**config.mk**
```make
export PLATFORM = sky130hd
export DESIGN_NAME = spsram_arb2
export DESIGN_NICKNAME = d
export VERILOG_FILES = /design/src/rtl/spsram_arb_pkg.sv /design/src/rtl/spsram_arb_slot.sv /design/src/rtl/spsram_arb2.sv
export SDC_FILE = /design/constraint.sdc
export NUM_CORES = 1
export LEC_CHECK = 0
export CAP_MARGIN = 40
export CORE_MARGIN = 2
export CORE_UTILIZATION = 42
export DETAILED_ROUTE_END_ITERATION = 6
export PLACE_DENSITY = 0.84
export SETUP_SLACK_MARGIN = 0.5
export SLEW_MARGIN = 20
export SYNTH_ARGS = -nofsm -noshare
export SYNTH_HDL_FRONTEND = slang
export SYNTH_SLANG_ARGS = --single-unit
```
**constraint.sdc**
```tcl
create_clock -name HCLK -period 2.1 [get_ports HCLK]
set_clock_uncertainty 0.1 [all_clocks]
set_input_delay 0.42 -clock HCLK [delete_from_list [all_inputs] [get_ports HCLK]]
set_output_delay 0.42 -clock HCLK [all_outputs]
set_load 0.1 [all_outputs]
```
**src/rtl/spsram_arb_pkg.sv**
```systemverilog
// Shared types for the two-port single-port-SRAM arbiter: FSM states, op codes
// and the per-port request slot. Slot field widths set the arbiter's AW/DW.
package spsram_arb_pkg;

  localparam int SLOT_AW = 14;
  localparam int SLOT_DW = 32;
  localparam logic [31:0] ERR_DATA_DEF = 32'hDEAD_BEEF;

  typedef enum logic {IDLE, WAIT} state_e;
  typedef enum logic {RD, WR} op_e;

  typedef struct packed {
    logic                   valid;
    op_e                    op;
    logic [SLOT_AW-1:0]     addr;
    logic [SLOT_DW/8-1:0]   maskwe;
    logic [SLOT_DW-1:0]     din;
  } slot_t;

endpackage

```
**src/rtl/spsram_arb_slot.sv**
```systemverilog
// One request slot: latches a single-cycle request pulse, holds it until the
// arbiter releases it, and flags pulses that arrive while it is still occupied.
module spsram_arb_slot
  import spsram_arb_pkg::*;
(
  input  logic                 HCLK,
  input  logic                 HRESETn,
  input  logic [SLOT_AW-1:0]   i_addr,
  input  logic                 i_we,
  input  logic                 i_re,
  input  logic [SLOT_DW/8-1:0] i_maskwe,
  input  logic [SLOT_DW-1:0]   i_din,
  input  logic                 i_release,
  output slot_t                o_slot,
  output logic                 o_ovf
);

  slot_t r_slot;
  logic  r_ovf;
  logic  w_pulse;
  logic  w_busy;

  assign w_pulse = i_we | i_re;
  // A slot being released this cycle is free for a new capture.
  assign w_busy  = r_slot.valid & ~i_release;

  always_ff @(posedge HCLK or negedge HRESETn) begin
    if (!HRESETn) begin
      r_slot <= '0;
      r_ovf  <= 1'b0;
    end else begin
      r_ovf <= w_pulse & w_busy;
      if (w_pulse && !w_busy) begin
        r_slot.valid  <= 1'b1;
        r_slot.op     <= i_we ? WR : RD;
        r_slot.addr   <= i_addr;
        r_slot.maskwe <= i_maskwe;
        r_slot.din    <= i_din;
      end else if (i_release) begin
        r_slot.valid <= 1'b0;
      end
    end
  end

  assign o_slot = r_slot;
  assign o_ovf  = r_ovf;

endmodule

```
**src/rtl/spsram_arb2.sv**
```systemverilog
// Round-robin arbiter sharing one single-port SRAM macro between two masters,
// with completion routing back to the owner and a completion timeout.
module spsram_arb2
  import spsram_arb_pkg::*;
#(
  parameter int            AW          = SLOT_AW,
  parameter int            DW          = SLOT_DW,
  parameter int            TIMEOUT_CYC = 255,
  parameter logic [DW-1:0] ERR_DATA    = DW'(ERR_DATA_DEF)
) (
  input  logic            HCLK,
  input  logic            HRESETn,
  input  logic [AW-1:0]   i_rq_addr       [2],
  input  logic            i_rq_we         [2],
  input  logic            i_rq_re         [2],
  input  logic [DW/8-1:0] i_rq_maskwe     [2],
  input  logic [DW-1:0]   i_rq_din        [2],
  output logic [DW-1:0]   o_rq_dout       [2],
  output logic            o_rq_write_done [2],
  output logic            o_rq_read_valid [2],
  output logic            o_rq_ovf        [2],
  output logic [AW-1:0]   o_mem_addr,
  output logic            o_mem_we,
  output logic            o_mem_re,
  output logic [DW/8-1:0] o_mem_maskwe,
  output logic [DW-1:0]   o_mem_din,
  input  logic [DW-1:0]   i_mem_dout,
  input  logic            i_mem_write_done,
  input  logic            i_mem_read_valid,
  output logic            o_timeout
);

  localparam int CW = (TIMEOUT_CYC > 1) ? $clog2(TIMEOUT_CYC) : 1;

  slot_t           w_slot    [2];
  logic            w_release [2];
  slot_t           w_sel;
  logic            w_grant_any;
  logic            w_grant;
  logic            w_done;
  logic            w_to;
  logic            w_fin;

  state_e          r_state;
  logic            r_last;
  logic            r_owner;
  op_e             r_op;
  logic [CW-1:0]   r_cnt;
  logic [AW-1:0]   r_mem_addr;
  logic            r_mem_we;
  logic            r_mem_re;
  logic [DW/8-1:0] r_mem_maskwe;
  logic [DW-1:0]   r_mem_din;

  genvar g;
  generate
    for (g = 0; g < 2; g++) begin : g_slot
      spsram_arb_slot u_slot (
        .HCLK      (HCLK),
        .HRESETn   (HRESETn),
        .i_addr    (i_rq_addr[g]),
        .i_we      (i_rq_we[g]),
        .i_re      (i_rq_re[g]),
        .i_maskwe  (i_rq_maskwe[g]),
        .i_din     (i_rq_din[g]),
        .i_release (w_release[g]),
        .o_slot    (w_slot[g]),
        .o_ovf     (o_rq_ovf[g])
      );
    end
  endgenerate

  // With both slots pending, the port that did not win last time goes next.
  always_comb begin
    w_grant_any = w_slot[0].valid | w_slot[1].valid;
    if (w_slot[0].valid && w_slot[1].valid) w_grant = ~r_last;
    else                                     w_grant = w_slot[1].valid;
    w_sel = w_slot[w_grant];
  end

  assign w_done    = i_mem_write_done | i_mem_read_valid;
  assign w_to      = (TIMEOUT_CYC != 0) && (r_cnt == CW'(TIMEOUT_CYC - 1)) && !w_done;
  assign w_fin     = (r_state == WAIT) && (w_done || w_to);
  assign o_timeout = (r_state == WAIT) && w_to;

  always_comb begin
    for (int i = 0; i < 2; i++) begin
      w_release[i]       = w_fin && (r_owner == i[0]);
      o_rq_write_done[i] = w_release[i] && (r_op == WR);
      o_rq_read_valid[i] = w_release[i] && (r_op == RD);
      o_rq_dout[i]       = '0;
      if (w_release[i]) begin
        if (w_done)          o_rq_dout[i] = i_mem_dout;
        else if (r_op == RD) o_rq_dout[i] = ERR_DATA;
      end
    end
  end

  always_ff @(posedge HCLK or negedge HRESETn) begin
    if (!HRESETn) begin
      r_state      <= IDLE;
      r_last       <= 1'b1;
      r_owner      <= 1'b0;
      r_op         <= RD;
      r_cnt        <= '0;
      r_mem_addr   <= '0;
      r_mem_we     <= 1'b0;
      r_mem_re     <= 1'b0;
      r_mem_maskwe <= '0;
      r_mem_din    <= '0;
    end else begin
      case (r_state)
        IDLE: begin
          if (w_grant_any) begin
            r_state      <= WAIT;
            r_owner      <= w_grant;
            r_last       <= w_grant;
            r_op         <= w_sel.op;
            r_cnt        <= '0;
            r_mem_addr   <= w_sel.addr;
            r_mem_we     <= (w_sel.op == WR);
            r_mem_re     <= (w_sel.op == RD);
            r_mem_maskwe <= w_sel.maskwe;
            r_mem_din    <= w_sel.din;
          end
        end
        WAIT: begin
          // Strobe lasts only the first WAIT cycle; address/data hold until done.
          r_mem_we <= 1'b0;
          r_mem_re <= 1'b0;
          if (w_done || w_to) begin
            r_state      <= IDLE;
            r_mem_addr   <= '0;
            r_mem_maskwe <= '0;
            r_mem_din    <= '0;
          end else begin
            r_cnt <= r_cnt + CW'(1);
          end
        end
      endcase
    end
  end

  assign o_mem_addr   = r_mem_addr;
  assign o_mem_we     = r_mem_we;
  assign o_mem_re     = r_mem_re;
  assign o_mem_maskwe = r_mem_maskwe;
  assign o_mem_din    = r_mem_din;

endmodule

```
==> After elaboration in Yosys (flattened, before gate mapping) <==
Cells that the tools add are included.
{ "op_classes": {"n_addsub": 1, "n_lt_le_gt_ge": 1, "n_eq_ne": 4, "n_mux": 33, "bitwise_logic": 16, "n_reduce_logical": 21} }
{ "ops": {"columns": ["operator", "count"], "rows": [
  ["32-bit two-way mux", 6],
  ["51-bit two-way mux", 3],
  ["32-bit case mux with 2 select lines", 1],
  ["14-bit two-way mux", 2],
  ["14-bit case mux with 2 select lines", 1],
  ["8-bit two-way mux", 2],
  ["8-bit case mux with 2 select lines", 1],
  ["1-bit logical AND", 12],
  ["1-bit two-way mux", 11],
  ["8-bit by 1-bit adder with 8-bit output (second input constant)", 1],
  ["8-bit == test (second input constant)", 1],
  ["4-bit two-way mux", 2],
  ["4-bit case mux with 2 select lines", 1],
  ["1-bit inverter", 7],
  ["1-bit case mux with 2 select lines", 3],
  ["2-bit AND reduction", 3],
  ["1-bit AND", 4],
  ["2-bit inequality test (second input constant)", 2],
  ["1-bit OR", 4],
  ["2-bit nonzero test", 2],
  ["1-bit zero test", 3],
  ["2-bit greater-or-equal comparator (second input constant)", 1],
  ["2-bit by 1-bit inequality test with 1-bit output (second input constant)", 1],
  ["1-bit inverter with 2-bit output", 1],
  ["1-bit logical OR", 1]
]} }
{ "word_totals": {"ff_bits": 170, "out_inout_bits": 123} }

==> Logic depth before layout (Yosys ltp) <==
Gate-level depths: netlist of the first run.
{ "logic_depth": {"depth_word": 11, "depth_mapped": 8, "depth_no_buf": 6} }

==> Modules after synthesis <==
A second synthesis of the first run with hierarchy kept.
{ "hier_totals": {"cells_unflattened": 644, "hier_area_um2": 8329.2} }
{ "by_module_without_submodules": {"columns": ["mod", "n_inst", "cells_per_inst", "area_per_inst_um2", "seq_area_each_um2"], "rows": [
  ["spsram_arb_slot", 2, 116, 2257.2, 1326.3],
  ["spsram_arb2", 1, 412, 3814.9, 1602.8]
]} }

==> Least setup slack after synthesis of the first run <==
Ideal clock, no wire load.
{ "synth_path": {"path_kind": "register to output", "startpoint": "reg r_state", "endpoint": "out o_timeout", "arrival_ps": 2914, "required_time_ps": 1580, "path_slack_ps": -1334, "path_stages_with_launch": 4, "path_buffers": 1, "cell_sequence": "dfrtp_1 buf_4 or3b_1 nor3_1"} }
{ "synth_via": {"elab_chain_cells": 1} }
{ "synth_rtl": {"columns": ["element", "line_no", "text"], "rows": [
  ["start, declared", "spsram_arb2.sv:44", "state_e r_state;"],
  ["start signal, assigned", "spsram_arb2.sv:101", "r_state <= IDLE;"],
  ["start signal, assigned", "spsram_arb2.sv:115", "r_state <= WAIT;"],
  ["start signal, assigned", "spsram_arb2.sv:132", "r_state <= IDLE;"],
  ["1-bit logical AND", "spsram_arb2.sv:84", "assign o_timeout = (r_state == WAIT) && w_to;"],
  ["end, declared", "spsram_arb2.sv:30", "output logic o_timeout"]
]} }
No other way between the ends.

==> results of run 1 <==
==> flip-flops by register name, summed over array words and instances (netlist names), 2 cells and up <==
name                  flops
o_mem_maskwe              4
o_mem_din                32
g_slot.u_slot.o_slot    104
g_slot.u_slot.o_ovf       2
r_cnt                     8
o_mem_addr               14
==> cell usage in the layout, fill, tap and decap left out, drive strengths merged, types with 3 or more instances in the layout <==
cell type / instances
and3: 17
clkbuf: 18
clkdlybuf4s50: 136
mux2: 100
inv: 10
clkinv: 7
nand2: 63
o21ai: 10
nor2: 63
o31ai: 50
mux2i: 51
a21oi: 27
nand3: 8
nor3: 3
dfrtp: 169
buf: 277
==> cell families after synthesis <==
| group | Yosys count |
|---|---|
| and+or+nand+nor | 168 |
| muxes | 151 |
| buffers and inverters | 51 |
| adders and majority gates | 2 |
| DFF | 170 |
| xor gates and xnor gates | 1 |
| AOI/OAI and AO/OA | 101 |
==> report_power, final <==
part           internal [W]  switching (W)
combinational       0.00905         0.0109
clock               0.00170        0.00155
sequential          0.00480        0.00133
==> layout make-up <==
type / count / area, sq um
Inverter: 4 / 15.01
Sequential cell: 170 / 4294
Timing Repair Buffer: 418 / 5896
Clock buffer: 17 / 425.4
Tap cell: 234 / 292.8
Clock inverter: 15 / 177.7
Multi-Input combinational cell: 423 / 4952
Antenna cell: 1 / 2.502
Fill cell: 709 / 2525
==> layer usage <==
metal | up-vias | global-route usage | routed length (microns)
met5 | - | 0 | 0
li1 | 3086 | - | -
met1 | 3853 | 0.3570 | 12660
met2 | 361 | 0.5142 | 18460
met4 | 0 | 0.1026 | 1450
met3 | 103 | 0.05673 | 1794
==> critical path: stages, from the launching register on <==
cell and delay, ns:
dfrtp_1 0.37, inv_1 0.07, ha_2 0.19, and4_4 0.23, a21o_4 0.20, nand2_8 0.11
buf_12 0.17, nor2_4 0.12, buf_12 0.18
==> per-stage QoR <==
| step | power (W) | hold WS [ns] | utilization |
|---|---|---|---|
| after floorplan | 0.01538 | 0.02441 | - |
| after detailed placement | 0.01938 | 0.2026 | 0.6670 |
| after CTS | 0.02616 | 0.3102 | 0.7921 |
| final | 0.02933 | 0.3223 | 0.8641 |
| after global routing | 0.03009 | 0.3348 | 0.8641 |
| after global placement | 0.01905 | 0.2018 | 0.6670 |
==> timing repair <==
action                                  4_1_cts  5_1_grt
resized for setup                           216      255
hold buffers                                  1        0
gates cloned                                 19        1
endpoints found under the setup margin      282      288
setup buffers                                39       31
pin swaps                                    20       39
endpoints found under the hold margin        23        0
==> worst paths after layout <==
| path | from | endpoint | slack, ns | cells past startpoint |
|---|---|---|---|---|
| setup / recovery | r_cnt[0]$_DFFE_PN0P_ | o_rq_dout[34] | -0.48 | 8 |
| hold / removal | HRESETn | g_slot[0].u_slot.o_slot[10]$_DFFE_PN0P_ | 0.32 | 2 |
| setup reg to reg | r_cnt[1]$_DFFE_PN0P_ | g_slot[0].u_slot.o_slot[40]$_DFFE_PN0P_ | -0.46 | 11 |
| hold reg to reg | o_mem_addr[10]$_DFFE_PN0P_ | o_mem_addr[10]$_DFFE_PN0P_ | 0.39 | 2 |
| max in group asynchronous | HRESETn | o_mem_din[28]$_DFFE_PN0P_ | 0.82 | 3 |
| min in group HCLK | o_mem_addr[10]$_DFFE_PN0P_ | o_mem_addr[10]$_DFFE_PN0P_ | 0.39 | 2 |
==> results.toml, run 1 <==
[cells_and_area]
fin_cells = 1282
area_delta_synth_final_pct = 103.5
drive_gt1_frac = 0.6199
finalNetCount = 1176
final_area_sq_mm = 0.01606

[placed_design]
place_area_sq_mm = 0.01239
place_inst = 1158
dp_hpwl_microns = 16820
gp_congestion = 0.9179
io_buffer_count = 262
preCtsSetupSlack_ns = -0.5087

[timing]
worst-slew-pin-transition_ns = 0.7199
hold_viol = 0
finalSetupViolCount = 221
rsz0062_at_grt = "yes"
tns_ns = -69.06
fin_ws_ns = -0.4800
fin_crit_sh = 1.229
max_freq_mhz = 387.6
max-slew-margin-rel = 0.5201
finalCriticalPeriod_ns = 2.580
drv_slew = 0

[detailed_routing]
drc_errors = 0
vias_per_cell = 5.775
dr.pass1.iters = 5
drt_iter0_markers = 426
drt-total-wl_microns = 34370
dr_total_vias = 7403
ant_nets = 0
wire_per_inst_microns = 26.81

[yosys]
synth_seq_cells = 170
synth-xor-area-share = 0.001110
synthAdderAreaFrac = 0.003172
synth_compound_area_frac = 0.09056
synth_most_common_cell = "dfrtp_1"
synth_edf_count = 0
synth_nets = 786
yosysTopAreaCellShare = 0.5361
async_reset_ff_frac = 1.000
synth_area_sq_mm = 0.007889
synth_top_family_by_area = "multiplexers"
yosysWarnings = 0
yosysUniqueCellTypes = 44
synth_simple_gate_area_frac = 0.09421
yosysSeqAreaShare = 0.5394
ys.flop_type = "dfrtp_1"
synth_top_area_cell = "dfrtp_1"
synthTopCellsByArea = "dfrtp_1 (54%), mux2_4 (9.5%), mux2_1 (7.1%)"
synthMuxAreaShare = 0.2312
synth_cells = 644
synth_common_cells = "dfrtp_1 (169), nand2_1 (63), nor2_1 (63), mux2i_1 (51)"
syn_avg_cell_area_sq_um = 12.25

[grt]
grt_pass1_vias = 7535
grt_overflow_total = 0
antenna_found_initial = 1
grtUsageTotal = 0.2912
grt_max_degree = 60
grt_pass1_wl_microns = 44530

[clock_network]
cts_buffer_depth = 2
htreeDepth = 4
cts_sinks = 170
cts.reportedPaths.clkPinSlew_ns = 0.08
cts_buffers = 17
cts_tree = "done"
insertion_delay_ns = 0.43
cts_root_buffer = "clkbuf_16"

[die]
start_util = 0.4246
io_pins = 263
die-width_microns = 141.1
coreArea_sq_mm = 0.01858
dieHeight_microns = 141.1
dieArea_sq_mm = 0.01990
rows = 50

[run]
cap_violations = 0

[pwr]
ir_worst_vdd_uv = 1095
power_density_mw_per_mm2 = 1827
p_leak_nw = 7.061

[setup_path]
required_ns = 1.58
critical_path_class = "reg2out"
crit_path_end_kind = "output pin"
path_max_fanout = 6
arrival_ns = 2.06
startpoint_type = "flop"

[run_status]
violations = "negative setup slack"
status = "finished with violations"

[worst_hold_path]
hold_path_class = "in2async"
Note: power is estimated with default switching activity, not from simulation.
==> run 2, diff against run 1 <==
--- a/config.mk
+++ b/config.mk
@@ -7,9 +7,9 @@
 export LEC_CHECK = 0
 export CAP_MARGIN = 40
 export CORE_MARGIN = 2
-export CORE_UTILIZATION = 42
+export CORE_UTILIZATION = 35
 export DETAILED_ROUTE_END_ITERATION = 6
-export PLACE_DENSITY = 0.84
+export PLACE_DENSITY = 0.73
 export SETUP_SLACK_MARGIN = 0.5
 export SLEW_MARGIN = 20
 export SYNTH_ARGS = -nofsm -noshare
==> results.toml, run 2 (synthesized netlist as in run 1, its figures left out) <==
[setup_path]
critical_path_class = "reg2out"
critPathMaxStageDelay_ns = 0.38
startpoint_type = "flop"
cp_slowest_cell = "dfrtp_1"
arrival_ns = 2.04
crit_top_cell = "buf_12"
required_ns = 1.58
r2r_slack_ns = -0.46
crit_path_end_kind = "output pin"
worstReg2RegStart = "r_cnt[0]$_DFFE_PN0P_"
path_cells = "inv_1 > ha_2 > and4_4 > a21o_4 > nand2_8 > buf_12 > nor2_4 > buf_12"
reg2reg_depth = 13
r2r-end = "g_slot[0].u_slot.o_slot[28]$_DFFE_PN0P_"
path_max_fanout = 8

[cells_and_area]
n_fill_cell = 1318
fin_cells = 1344
register_area_sq_mm = 0.004280
diodes = 0
multiInputGateArea_sq_mm = 0.004840
final_common_cell = "dfrtp_1"
layout_common_cells = "dfrtp_1 (149), clkdlybuf4s50_1 (136), buf_12 (136)"
drive_gt1_frac = 0.5968
fin_util = 0.7401
largest_reg_flops = 104
final_area_sq_mm = 0.01625
area_delta_synth_final_pct = 106.0
finalNetCount = 1193

[pwr]
combPwrFrac = 0.679
swShare = 0.4510
power_density_mw_per_mm2 = 1794
p_clk_frac = 0.116
ir_worst_vdd_uv = 1012
p_seq_frac = 0.204
p_leak_nw = 7.183
switching_power_w = 0.01315
internal-power_w = 0.01600

[detailed_routing]
wire_per_inst_microns = 21.76
dr.pass1.iters = 4
vias_per_cell = 5.112
ant_nets = 0
drc_errors = 0
dr_total_vias = 6870
drt-total-wl_microns = 29240
drt_iter0_markers = 295

[run]
cap_violations = 0

[die]
start_util = 0.3593
coreArea_sq_mm = 0.02196
io_pins = 263
dieHeight_microns = 154.1
die-width_microns = 154.1
dieArea_sq_mm = 0.02376
rows = 54

[clock_network]
cts_tree = "done"
cts_buffers = 17
cts_root_buffer = "clkbuf_16"
cts.reportedPaths.clkPinSlew_ns = 0.06
htreeDepth = 4
insertion_delay_ns = 0.43
cts_buffer_depth = 2
cts_sinks = 170

[placed_design]
preCtsSetupSlack_ns = -0.4814
dp_hpwl_microns = 16850
place_inst = 1211
place_area_sq_mm = 0.01260
gp_congestion = 0.8251
io_buffer_count = 262

[worst_hold_path]
whs_endpoint = "o_mem_addr[9]$_DFFE_PN0P_"
whs_path_depth = 2
hp-start = "o_mem_addr[9]$_DFFE_PN0P_"
hold_path_class = "reg2reg"

[grt]
grt_overflow_total = 0
gr-usage-met3 = 0.05496
busiest_layer = "met2"
grt_pass1_vias = 7309
grt_use_met1 = 0.2917
grt_pass1_wl_microns = 42860
grtUsageTotal = 0.2342
use_met2 = 0.4102
grt_max_degree = 54
antenna_found_initial = 0

[timing]
hold_viol = 0
worst-slew-pin-transition_ns = 0.5765
fin_ws_ns = -0.4576
rsz0062_at_grt = "yes"
max-slew-margin-rel = 0.6157
drv_slew = 0
finalCriticalPeriod_ns = 2.558
hold_ws_ns = 0.4067
fin_crit_sh = 1.218
finalSetupViolCount = 221
max_freq_mhz = 391.0

[run_status]
status = "finished with violations"
violations = "negative setup slack"
-- run 2: cell count changes in the layout (fill, tap and decap cells not counted), moves of 5 or more --
cell,change
a21oi_2,-19
a21oi_1,+19
buf_8,-9
dfrtp_1,+11
dfrtp_2,-11
o31ai_4,-5
buf_6,+22
o31ai_2,+6
-- run 2: routing by layer --
layer  up-vias  part of all wire
met5         -                 0
met4         0             0.016
met3        41             0.047
met2       220              0.52
met1      3482              0.41
li1       3127                 -
-- run 2: layout make-up --
class,instances,share of cell area
clock buffer,20,0.02687
sequential,170,0.2634
tap,280,0.02156
multi-input combinational,423,0.2978
inverter,4,0.001232
clock inverter,12,0.01124
timing repair buffer,435,0.3779
-- run 2: worst max-delay path: cells and delay by family, from the launching register on --
family | cells | cell delay (ns)
flip-flops | 1 | 0.38
adder cells (fa/ha/maj) | 1 | 0.19
AND/OR/NAND/NOR | 3 | 0.46
AO/OA/AOI/OAI | 1 | 0.19
buffers and inverters | 3 | 0.41
-- run 2: through the flow --
stage	TNS, ns	total power, W
3_3_place_gp	-67.26	0.01936
6_report	-67.57	0.02915
4_1_cts	-57.56	0.02716
3_5_place_dp	-74.75	0.01961
5_1_grt	-83.92	0.03020
2_1_floorplan	-12.15	0.01538
-- run 2: repair_timing --
action,4_1_cts,5_1_grt
cloned,20,2
setup buffers,50,28
hold buffers,1,0
endpoints found under the hold margin,47,0
gates resized for setup,272,159
endpoints found under the setup margin,283,268
pin swaps,27,32
-- run 2: worst max-delay path by stage --
stage / from / depth (start not counted) / to / slack, ns
2_1_floorplan: r_cnt[0]$_DFFE_PN0P_ / 7 / o_rq_dout[35] / -0.31
3_3_place_gp: i_mem_read_valid / 6 / o_rq_dout[33] / -0.43
3_5_place_dp: i_mem_read_valid / 6 / o_rq_dout[43] / -0.48
4_1_cts: r_cnt[0]$_DFFE_PN0P_ / 8 / o_rq_dout[55] / -0.48
5_1_grt: r_cnt[0]$_DFFE_PN0P_ / 8 / o_rq_dout[32] / -0.53
6_report: r_cnt[0]$_DFFE_PN0P_ / 8 / o_rq_dout[0] / -0.46
-- run 2: power groups by stage --
stage	sequential, W	clock (W)	combinational, W
after floorplan	0.00793	0	0.00745
after global placement	0.00561	0	0.0137
after detailed placement	0.00568	0	0.0139
after CTS	0.00581	0.00342	0.0179
after global routing	0.00611	0.00358	0.0205
final	0.00596	0.00339	0.0198
